===== src/rtl/eth_tx_clk_ctrl_if.sv =====
// Speed-change request channel between the link/MDIO logic and the TX clock controller.
// A request transfers on a cycle with speed_valid && speed_ready; speed_req must stay stable while waiting.
interface eth_tx_clk_ctrl_if;
  logic [1:0] speed_req;
  logic       speed_valid;
  logic       speed_ready;

  modport master (output speed_req, output speed_valid, input speed_ready);
  modport slave  (input speed_req, input speed_valid, output speed_ready);
endinterface


===== src/rtl/eth_tx_clk_ctrl.sv =====
// Ethernet TX clock controller: divided 2.5/25 MHz clock and enable, or gigabit select,
// with glitch-free speed changes (drain current period, quiet gap, start new rate).
module eth_tx_clk_ctrl #(
  parameter int DIV_10       = 50,
  parameter int DIV_100      = 5,
  parameter int QUIET_CYCLES = 8,
  parameter int CNT_W        = 8
) (
  input  logic                rx_clk125,
  input  logic                rst,
  eth_tx_clk_ctrl_if.slave    req_if,
  output logic                tx_clk_div,
  output logic                tx_ce,
  output logic                gtx_sel,
  output logic [1:0]          speed_cur,
  output logic                switching,
  output logic                bad_req,
  output logic [1:0]          state_dbg
);

  typedef enum logic [1:0] {RUN = 2'd0, DRAIN = 2'd1, QUIET = 2'd2} state_t;

  localparam logic [CNT_W-1:0] LAST_10    = CNT_W'(DIV_10 - 1);
  localparam logic [CNT_W-1:0] LAST_100   = CNT_W'(DIV_100 - 1);
  localparam logic [CNT_W-1:0] HALF_10    = CNT_W'(DIV_10 / 2);
  localparam logic [CNT_W-1:0] HALF_100   = CNT_W'(DIV_100 / 2);
  localparam logic [CNT_W-1:0] QUIET_LAST = CNT_W'(QUIET_CYCLES - 1);

  state_t           state;
  logic [CNT_W-1:0] cnt;
  logic [1:0]       target;
  logic             ready_q;
  logic [CNT_W-1:0] last_sel;
  logic [CNT_W-1:0] half_sel;
  logic             gig;
  logic             wrap;

  assign req_if.speed_ready = ready_q;
  assign state_dbg          = state;

  always_comb begin
    last_sel = LAST_100;
    half_sel = HALF_100;
    if (speed_cur == 2'b00) begin
      last_sel = LAST_10;
      half_sel = HALF_10;
    end
    gig  = (speed_cur == 2'b10);
    // >= rather than == so a corrupted counter still wraps within one period
    wrap = (cnt >= last_sel);
  end

  always_ff @(posedge rx_clk125) begin
    if (rst) begin
      state      <= RUN;
      cnt        <= '0;
      target     <= 2'b00;
      speed_cur  <= 2'b00;
      tx_clk_div <= 1'b0;
      tx_ce      <= 1'b0;
      gtx_sel    <= 1'b0;
      ready_q    <= 1'b1;
      switching  <= 1'b0;
      bad_req    <= 1'b0;
    end else begin
      bad_req <= 1'b0;
      case (state)
        RUN: begin
          if (gig) begin
            tx_clk_div <= 1'b0;
            tx_ce      <= 1'b1;
            gtx_sel    <= 1'b1;
            cnt        <= '0;
          end else begin
            tx_clk_div <= (cnt < half_sel);
            tx_ce      <= (cnt == '0);
            gtx_sel    <= 1'b0;
            cnt        <= wrap ? '0 : cnt + 1'b1;
          end
          if (req_if.speed_valid && ready_q) begin
            if (req_if.speed_req == 2'b11) begin
              bad_req <= 1'b1;
            end else if (req_if.speed_req != speed_cur) begin
              target    <= req_if.speed_req;
              state     <= DRAIN;
              ready_q   <= 1'b0;
              switching <= 1'b1;
            end
          end
        end
        DRAIN: begin
          // The terminal cycle is already in the low phase, so forcing outputs low here
          // keeps the gigabit select from leaking into the quiet interval.
          if (gig || wrap) begin
            tx_clk_div <= 1'b0;
            tx_ce      <= 1'b0;
            gtx_sel    <= 1'b0;
            cnt        <= '0;
            state      <= QUIET;
          end else begin
            tx_clk_div <= (cnt < half_sel);
            tx_ce      <= (cnt == '0);
            gtx_sel    <= 1'b0;
            cnt        <= cnt + 1'b1;
          end
        end
        QUIET: begin
          tx_clk_div <= 1'b0;
          tx_ce      <= 1'b0;
          gtx_sel    <= 1'b0;
          if (cnt >= QUIET_LAST) begin
            speed_cur <= target;
            cnt       <= '0;
            state     <= RUN;
            switching <= 1'b0;
            ready_q   <= 1'b1;
          end else begin
            cnt <= cnt + 1'b1;
          end
        end
        default: begin
          state <= RUN;
          cnt   <= '0;
        end
      endcase
    end
  end

endmodule


===== src/flat_wrapper.sv =====
// flat-port wrapper written by rule: the top's interface ports become plain ports
module eth_tx_clk_ctrl_flat 
#(
  parameter int DIV_10       = 50,
  parameter int DIV_100      = 5,
  parameter int QUIET_CYCLES = 8,
  parameter int CNT_W        = 8
)
  (rx_clk125, rst, tx_clk_div, tx_ce, gtx_sel, speed_cur, switching, bad_req, state_dbg, req_if_speed_req, req_if_speed_valid, req_if_speed_ready);
  eth_tx_clk_ctrl_if req_if_i ();
  input  logic rx_clk125;
  input  logic rst;
  output logic tx_clk_div;
  output logic tx_ce;
  output logic gtx_sel;
  output logic [1:0] speed_cur;
  output logic switching;
  output logic bad_req;
  output logic [1:0] state_dbg;
  input wire logic [$bits(req_if_i.speed_req)-1:0] req_if_speed_req;
  input wire logic [$bits(req_if_i.speed_valid)-1:0] req_if_speed_valid;
  output wire logic [$bits(req_if_i.speed_ready)-1:0] req_if_speed_ready;
  assign req_if_i.speed_req = req_if_speed_req;
  assign req_if_i.speed_valid = req_if_speed_valid;
  assign req_if_speed_ready = req_if_i.speed_ready;
  eth_tx_clk_ctrl #(.DIV_10(DIV_10), .DIV_100(DIV_100), .QUIET_CYCLES(QUIET_CYCLES), .CNT_W(CNT_W)) u_core (.rx_clk125(rx_clk125), .rst(rst), .req_if(req_if_i), .tx_clk_div(tx_clk_div), .tx_ce(tx_ce), .gtx_sel(gtx_sel), .speed_cur(speed_cur), .switching(switching), .bad_req(bad_req), .state_dbg(state_dbg));
endmodule

===== config.mk =====
export PLATFORM = sky130hd
export DESIGN_NAME = eth_tx_clk_ctrl_flat
export DESIGN_NICKNAME = d
export VERILOG_FILES = /design/src/rtl/eth_tx_clk_ctrl_if.sv /design/src/rtl/eth_tx_clk_ctrl.sv /design/src/flat_wrapper.sv
export SDC_FILE = /design/constraint.sdc
export NUM_CORES = 1
export LEC_CHECK = 0
export ABC_AREA = 1
export BUFFER_PORTS_ARGS = -buffer_cell sky130_fd_sc_hd__buf_2
export CAP_MARGIN = 20
export CELL_PAD_IN_SITES_DETAIL_PLACEMENT = 0
export CELL_PAD_IN_SITES_GLOBAL_PLACEMENT = 2
export CORE_MARGIN = 2
export CORE_UTILIZATION = 32
export DETAILED_ROUTE_END_ITERATION = 8
export GPL_ROUTABILITY_DRIVEN = 0
export MAX_ROUTING_LAYER = met4
export PLACE_DENSITY_LB_ADDON = 0.25
export SLEW_MARGIN = 30
export SYNTH_ARGS = -nofsm -noshare
export SYNTH_HDL_FRONTEND = slang
export SYNTH_SLANG_ARGS = --single-unit

===== constraint.sdc =====
create_clock -name rx_clk125 -period 2.25 [get_ports rx_clk125]
set_clock_uncertainty 0.05 [all_clocks]
set_input_delay 0.1125 -clock rx_clk125 [delete_from_list [all_inputs] [get_ports rx_clk125]]
set_output_delay 0.1125 -clock rx_clk125 [all_outputs]
set_load 0.05 [all_outputs]

==> flow_metrics.py, run 1 <==
metrics = {
    "worst_setup_path": {
        "cp-startpoint": "u_core.speed_cur[1]$_SDFFE_PP0P_",
        "crit_top_cell": "nand2_1",
        "crit_slowest_cell": "dfxtp_1",
        "crit_arrival_ps": 1930,
        "r2r_start": "u_core.speed_cur[1]$_SDFFE_PP0P_",
        "r2r_slack_ps": 470,
        "max_stage_delay_ps": 360,
        "cp-endpoint": "u_core.tx_clk_div$_SDFFE_PP0P_",
        "path_cells": "nor2_1, inv_1, ha_1, nand2_1, nand2_1, nor2_2, nand4_2, nand2_1, nand2_1, a21oi_1",
        "crit_path_max_fanout": 7,
        "worstReg2RegEnd": "u_core.tx_clk_div$_SDFFE_PP0P_",
        "worstPathRequired_ps": 2400,
        "r2r_cells": 10,
        "critical_path_class": "flip-flop to flip-flop",
        "worstSetupStartpointType": "flip-flop",
        "critPathCaptureType": "flip-flop",
    },
    "timing": {
        "rsz0062_at_grt": "no",
        "drv_slew": 0,
        "final.setup.tns_ps": 0,
        "finalSetupViolCount": 0,
        "fmax_mhz": 560.9,
        "period_minus_slack_ps": 1783,
        "period_share_pct": 79.24,
        "hold_viol_final": 0,
    },
    "synth": {
        "synthFlopType": "dfxtp_1",
        "synth_cell_types": 24,
        "async_flop_share_pct": 0,
        "synth_edf_count": 0,
        "syn_area_um2": 1195,
        "syn_nets": 182,
        "synth_cells": 168,
        "ys_ff_latch": 20,
        "ys_seq_area_share_pct": 33.51,
        "syn_area_per_cell_um2": 7.112,
        "ys_warn_count": 0,
    },
    "grt": {
        "first_global_vias": 1010,
        "top_usage_layer": "met2",
        "met2_usage_pct": 23.32,
        "antenna_found_initial": 0,
        "overflow": 0,
        "grt_pass1_wl_mm": 4.491,
        "grt_start_max_net_pins": 12,
        "gr-usage-met1_pct": 16.99,
        "grt_use_total_pct": 14.26,
        "grt_util_met3_pct": 3.082,
    },
    "power_and_ir_drop": {
        "p_clk_share_pct": 17.6,
        "p_sw_share_pct": 48.26,
        "p_leak_nw": 0.6773,
        "power_density_nw_per_um2": 1172,
        "combPwrFrac_pct": 52.1,
        "p_int_mw": 0.8343,
        "finalPower_mw": 1.612,
        "seq_power_share_pct": 30.3,
        "p_sw_mw": 0.7782,
        "irDropWorstVdd_v": 0.0002597,
    },
    "route": {
        "viasPerCell": 4.464,
        "vias": 1040,
        "drt_iter0_drc": 50,
        "wl_mm": 2.528,
        "ant_nets": 0,
        "firstDrtPassIters": 4,
        "drc_errors": 0,
        "routedWlPerCell_um": 10.85,
    },
    "hold_path": {
        "hold_class": "input port to flip-flop",
        "hold_path_depth": 2,
    },
    "cts": {
        "cts_tree": "built",
        "cts_setup_buffers": 0,
        "path_clk_slew_ps": 80,
        "clock_path_buffers": 2,
        "cts_resized": 0,
        "numClockSinks": 20,
        "numCtsBuffers": 3,
        "cts-root-buf": "clkbuf_8",
        "htree_levels": 1,
        "hold_buffers": 0,
        "clock_latency_ps": 260,
    },
    "floorplanning": {
        "placementRows": 22,
        "die_width_um": 65.11,
        "initial_core_util_pct": 32.89,
        "core_um2": 3633,
        "boundaryPins": 15,
        "dieHeight_um": 65.11,
        "die-area_um2": 4239,
    },
    "placed_design": {
        "place_area_um2": 1321,
        "portBuffers": 14,
        "hpwl_mm": 2.070,
    },
    "finish": {
        "diodes": 0,
        "area_growth_syn_to_layout_pct": 15.18,
        "utilization_pct": 37.88,
        "fin_area_um2": 1376,
        "layout-drive-gt1-share_pct": 23.78,
        "fin_nets": 200,
    },
    "run_status": {
        "status": "complete, no violations",
    },
    "run": {
        "drv_cap": 0,
    },
}
worst max-delay path: cells and delay by family (launching register included):
family / cells / cell delay (ps)
adder cells (fa/ha/maj): 1 / 310
buffers and inverters: 1 / 110
AND/OR/NAND/NOR: 7 / 760
flip-flops: 1 / 360
AO/OA/AOI/OAI: 1 / 130
cell usage after synthesis (3+ instances only):
library cell	number	area, µm²
o21ai_0	3	15.01
nand2_4	3	33.78
dfxtp_1	20	400.4
inv_2	4	15.01
nand2_2	4	25.02
nor2_4	3	33.78
a21oi_1	9	45.04
nor2_1	14	52.55
nand2_1	48	180.2
nor3_1	4	20.02
xor2_1	3	26.28
ha_1	9	112.6
inv_1	19	71.32
nand3_1	6	30.03
nor2_2	9	56.30
logic make-up (layout without fill, tap and decap cells):
group,Yosys count,count (layout),synth area share (%)
flops,20,20,33.51
fa+ha+maj,9,9,9.424
buf+inv,24,41,7.539
xor+xnor,5,5,3.666
other cells,1,1,0.3138
simple gates,94,94,38.32
compound gates,15,15,7.225
metrics by stage:
| step | setup slack (ps) | hold slack, ps | cells |
|---|---|---|---|
| after floorplan | 357.6 | 131.6 | 168 |
| after global placement | 538.1 | 332.3 | 229 |
| after detailed placement | 490.2 | 343.4 | 229 |
| after CTS | 465.6 | 56.35 | 233 |
| after global routing | 334.8 | 72.03 | 233 |
| final | 467.2 | 53.57 | 233 |
routing by layer:
layer  share of wire [%]  up-vias
met5                   0        -
met4                 1.7        0
met1                  47      469
li1                    -      555
met3                 2.8        4
met2                  48       12
power by group through the flow:
stage	sequential (mW)	combinational, mW	clock (mW)
3_5_place_dp	0.499	0.847	0
5_1_grt	0.504	0.940	0.308
4_1_cts	0.491	0.850	0.293
2_1_floorplan	0.684	0.480	0
6_report	0.488	0.841	0.284
3_3_place_gp	0.495	0.843	0
cell type report:
class | count | area [µm²]
clock buffers | 4 | 55.05
repair buffers | 14 | 70.07
fillers | 396 | 2257
flip-flops and latches | 20 | 400.4
well taps | 48 | 60.06
multi-input cells | 124 | 704.4
inverters | 23 | 86.33
how the worst min path moves through the flow:
stage,startpoint,to,slack [ps]
after detailed placement,rst,u_core.tx_ce$_SDFFE_PP0P_,340
after global placement,rst,u_core.tx_ce$_SDFFE_PP0P_,330
final,rst,u_core.tx_ce$_SDFFE_PP0P_,50
after CTS,rst,u_core.tx_ce$_SDFFE_PP0P_,60
after floorplan,rst,u_core.target[0]$_SDFFE_PP0P_,130
after global routing,rst,u_core.target[1]$_SDFFE_PP0P_,70
registers in the layout (all words and copies together) (netlist names):
name and flops:
u_core.state_dbg 2, u_core.speed_cur 2, u_core.gtx_sel 1, u_core.tx_ce 1
u_core.cnt 8, u_core.target 2, u_core.req_if.speed_ready 1, u_core.switching 1
u_core.tx_clk_div 1, u_core.bad_req 1
placed cells by master (no fill, tap or decap), types with 6 or more instances in the layout:
master	n
nand2_1	48
dfxtp_1	20
inv_1	19
nor2_1	14
buf_2	14
nor2_2	9
a21oi_1	9
ha_1	9
nand3_1	6
No activity file was read; power rests on OpenSTA's default activity.
==> run 2, diff against run 1 <==
--- a/config.mk
+++ b/config.mk
@@ -5,13 +5,13 @@
 export SDC_FILE = /design/constraint.sdc
 export NUM_CORES = 1
 export LEC_CHECK = 0
-export ABC_AREA = 1
+export ABC_AREA = 0
 export BUFFER_PORTS_ARGS = -buffer_cell sky130_fd_sc_hd__buf_2
 export CAP_MARGIN = 20
 export CELL_PAD_IN_SITES_DETAIL_PLACEMENT = 0
 export CELL_PAD_IN_SITES_GLOBAL_PLACEMENT = 2
 export CORE_MARGIN = 2
-export CORE_UTILIZATION = 32
+export CORE_UTILIZATION = 30
 export DETAILED_ROUTE_END_ITERATION = 8
 export GPL_ROUTABILITY_DRIVEN = 0
 export MAX_ROUTING_LAYER = met4
==> constraint.sdc (replaced) <==
create_clock -name rx_clk125 -period 1.52 [get_ports rx_clk125]
set_clock_uncertainty 0.05 [all_clocks]
set_input_delay 0.076 -clock rx_clk125 [delete_from_list [all_inputs] [get_ports rx_clk125]]
set_output_delay 0.076 -clock rx_clk125 [all_outputs]
set_load 0.05 [all_outputs]
==> run 2 against run 1 <==
Net effect:
- the flow now finishes with violations (negative setup slack)
- core utilization rose by 11 points
- first-iteration DRC count fell by 62%
- non-clock buffer count rose by 31
- critical path depth fell by 3
- register-to-register slack got worse by 690 ps
- flip-flop and latch count did not move
- via count fell by 5.3%
- power fell by 20%
- final area rose by 21%
- worst hold slack got worse by 17 ps
==> flow_metrics.py, run 2 <==
metrics = {
    "run_status": {
        "status": "finished, violations left",
        "failed_checks": "negative setup slack",
    },
    "route": {
        "firstDrtPassIters": 4,
        "viasPerCell": 4.668,
        "routedWlPerCell_um": 11.81,
        "vias": 985,
        "ant_nets": 0,
        "drc_errors": 0,
        "drt_iter0_drc": 19,
        "wl_mm": 2.491,
    },
    "power_and_ir_drop": {
        "p_leak_nw": 0.7018,
        "p_clk_share_pct": 20.7,
        "p_sw_share_pct": 34.38,
        "p_int_mw": 0.8512,
        "power_density_nw_per_um2": 780.7,
        "seq_power_share_pct": 44.3,
        "p_sw_mw": 0.4460,
        "irDropWorstVdd_v": 0.0002926,
        "combPwrFrac_pct": 35.0,
    },
    "worst_setup_path": {
        "crit_arrival_ps": 1920,
        "path_buf_inv": 2,
        "worstSetupStartpointType": "flip-flop",
        "critical_path_class": "flip-flop to flip-flop",
        "worstPathRequired_ps": 1690,
        "cp_top_family": "compound AO/OA/AOI/OAI gates",
        "path_cells": "nor2_4, inv_4, ha_2, a2111oi_4, o211ai_2, buf_4, a311oi_2",
        "crit_path_max_fanout": 3,
        "critPathCaptureType": "flip-flop",
        "max_stage_delay_ps": 370,
        "crit_slowest_cell": "dfxtp_4",
    },
    "synth": {
        "synthMuxAreaShare_pct": 3.712,
        "synth_cell_types": 37,
        "synthTopCellsByArea": "dfxtp_1 (37%), ha_1 (10%), nor2_1 (5.2%)",
        "yosysMostFrequentCell": "dfxtp_1",
        "synthFlopType": "dfxtp_1",
        "synth_top_cell_by_area": "dfxtp_1",
        "synth_edf_count": 0,
        "yosys-top-cells-count": "dfxtp_1 (20), nor2_1 (15), inv_1 (12), ha_1 (9), nand2_1 (7)",
        "ys_warn_count": 0,
        "synthSimpleGateAreaFrac_pct": 20.53,
        "async_flop_share_pct": 0,
        "synth_compound_area_share_pct": 17.87,
        "syn_nets": 132,
        "syn_area_per_cell_um2": 9.140,
        "synth_top_family_by_area": "simple AND/OR/NAND/NOR gates",
        "netlist.area_leader.share_pct": 37.12,
        "ys_ff_latch": 20,
        "synth_xor_area_share_pct": 4.060,
        "syn_area_um2": 1079,
        "synth_fa_ha_area_share_pct": 10.44,
        "synth_cells": 118,
        "ys_seq_area_share_pct": 37.12,
    },
    "finish": {
        "area_growth_syn_to_layout_pct": 54.06,
        "final_common_cell": "buf_4",
        "layout-drive-gt1-share_pct": 49.70,
        "utilization_pct": 49.02,
        "fin_nets": 180,
        "largest_register_ffs": 8,
        "layout_common_cells": "buf_4 (25), nor2_1 (14), buf_2 (14)",
        "regMostFlops": "u_core.cnt",
        "fillers": 345,
        "diodes": 0,
    },
    "cts": {
        "numCtsBuffers": 3,
        "path_clk_slew_ps": 120,
        "cts_tree": "built",
        "htree_levels": 1,
        "numClockSinks": 20,
        "cts-root-buf": "clkbuf_4",
        "clock_latency_ps": 300,
        "clock_path_buffers": 2,
    },
    "timing": {
        "drv_slew": 0,
        "finalSetupViolCount": 15,
        "period_share_pct": 114.6,
        "rsz0062_at_grt": "yes",
        "hold_viol_final": 0,
        "worst_slack_ps": -221.6,
        "fmax_mhz": 574.2,
        "period_minus_slack_ps": 1742,
    },
    "floorplanning": {
        "initial_core_util_pct": 31.82,
        "dieHeight_um": 63.96,
        "die_width_um": 63.96,
        "placementRows": 21,
        "core_um2": 3390,
        "boundaryPins": 15,
        "die-area_um2": 4091,
    },
    "grt": {
        "first_global_vias": 975,
        "grt_use_total_pct": 14.00,
        "grt_start_max_net_pins": 15,
        "antenna_found_initial": 0,
        "grt_pass1_wl_mm": 4.416,
        "overflow": 0,
    },
    "run": {
        "drv_cap": 0,
    },
    "hold_path": {
        "hold_class": "input port to flip-flop",
    },
    "placed_design": {
        "place_ws_ps": -269.8,
        "hpwl_mm": 2.014,
        "portBuffers": 14,
    },
}
[run 2: what timing repair did]
action                                 in CTS  in global routing
setup endpoints to repair                  17                 17
gates resized for setup                    11                 17
hold buffers                                3                  0
setup buffers                               1                  2
pin swaps                                   8                 15
endpoints found under the hold margin       1                  0
[run 2: worst reg2reg max path, stage by stage (launching register included)]
cell,delay [ps]
dfxtp_4,370
nor2_4,140
inv_4,60
ha_2,200
a2111oi_4,280
o211ai_2,140
buf_4,170
a311oi_2,240
[run 2: area by class of cell]
type	instances	area, µm²	share of cell area, %
flip-flops and latches	20	416.7	25.08
repair buffers	45	321.6	19.35
clock buffers	3	22.52	1.355
inverters	12	47.55	2.861
multi-input cells	84	792.0	47.67
well taps	46	57.56	3.464
clock inverters	1	3.754	0.2259
[run 2: power groups by stage]
stage / combinational (mW) / sequential (mW) / clock [mW]
after CTS: 0.412 / 0.575 / 0.277
after floorplan: 0.176 / 0.675 / 0
after detailed placement: 0.388 / 0.586 / 0
after global placement: 0.384 / 0.584 / 0
final: 0.454 / 0.574 / 0.269
after global routing: 0.495 / 0.579 / 0.304
[run 2: metal layers]
metal | up-vias | GRT usage (%) | wire (µm)
li1 | 511 | - | -
met1 | 460 | 17.51 | 1163
met2 | 10 | 22.53 | 1224
met3 | 4 | 2.641 | 67
met4 | 0 | 4.891 | 36
met5 | - | - | 0
[run 2: per-stage QoR]
stage               hold slack [ps]  total power [mW]  setup TNS (ps)  cells  area, µm²
CTS                           36.52             1.263           -2471    210       1554
detailed placement            291.6            0.9743           -2615    202       1438
global route                  63.86             1.378           -4278    211       1662
global placement              291.0            0.9682           -2184    202       1438
floorplan                     145.4            0.8504           -1907    118       1134
finish                        36.17             1.297           -2608    211       1662
[run 2: worst paths after layout]
| kind | from | endpoint | slack, ps | depth (start not counted) |
|---|---|---|---|---|
| min | req_if_speed_req[1] | u_core.target[1]$_SDFFE_PP0P_ | 40 | 3 |
| min reg2reg | u_core.tx_clk_div$_SDFFE_PP0P_ | u_core.tx_clk_div$_SDFFE_PP0P_ | 450 | 2 |
| max reg2reg | u_core.speed_cur[1]$_SDFFE_PP0P_ | u_core.state_dbg[0]$_SDFFE_PP0P_ | -220 | 7 |
| max | u_core.speed_cur[1]$_SDFFE_PP0P_ | u_core.state_dbg[0]$_SDFFE_PP0P_ | -220 | 7 |
[run 2: kinds of logic (layout without fill, tap and decap cells)]
logic type,Yosys count,count (layout)
compound gates,23,23
xor+xnor,5,5
fa+ha+maj,9,9
buf+inv,14,61
flops,20,20
mux,4,4
other cells,1,1
simple gates,42,42
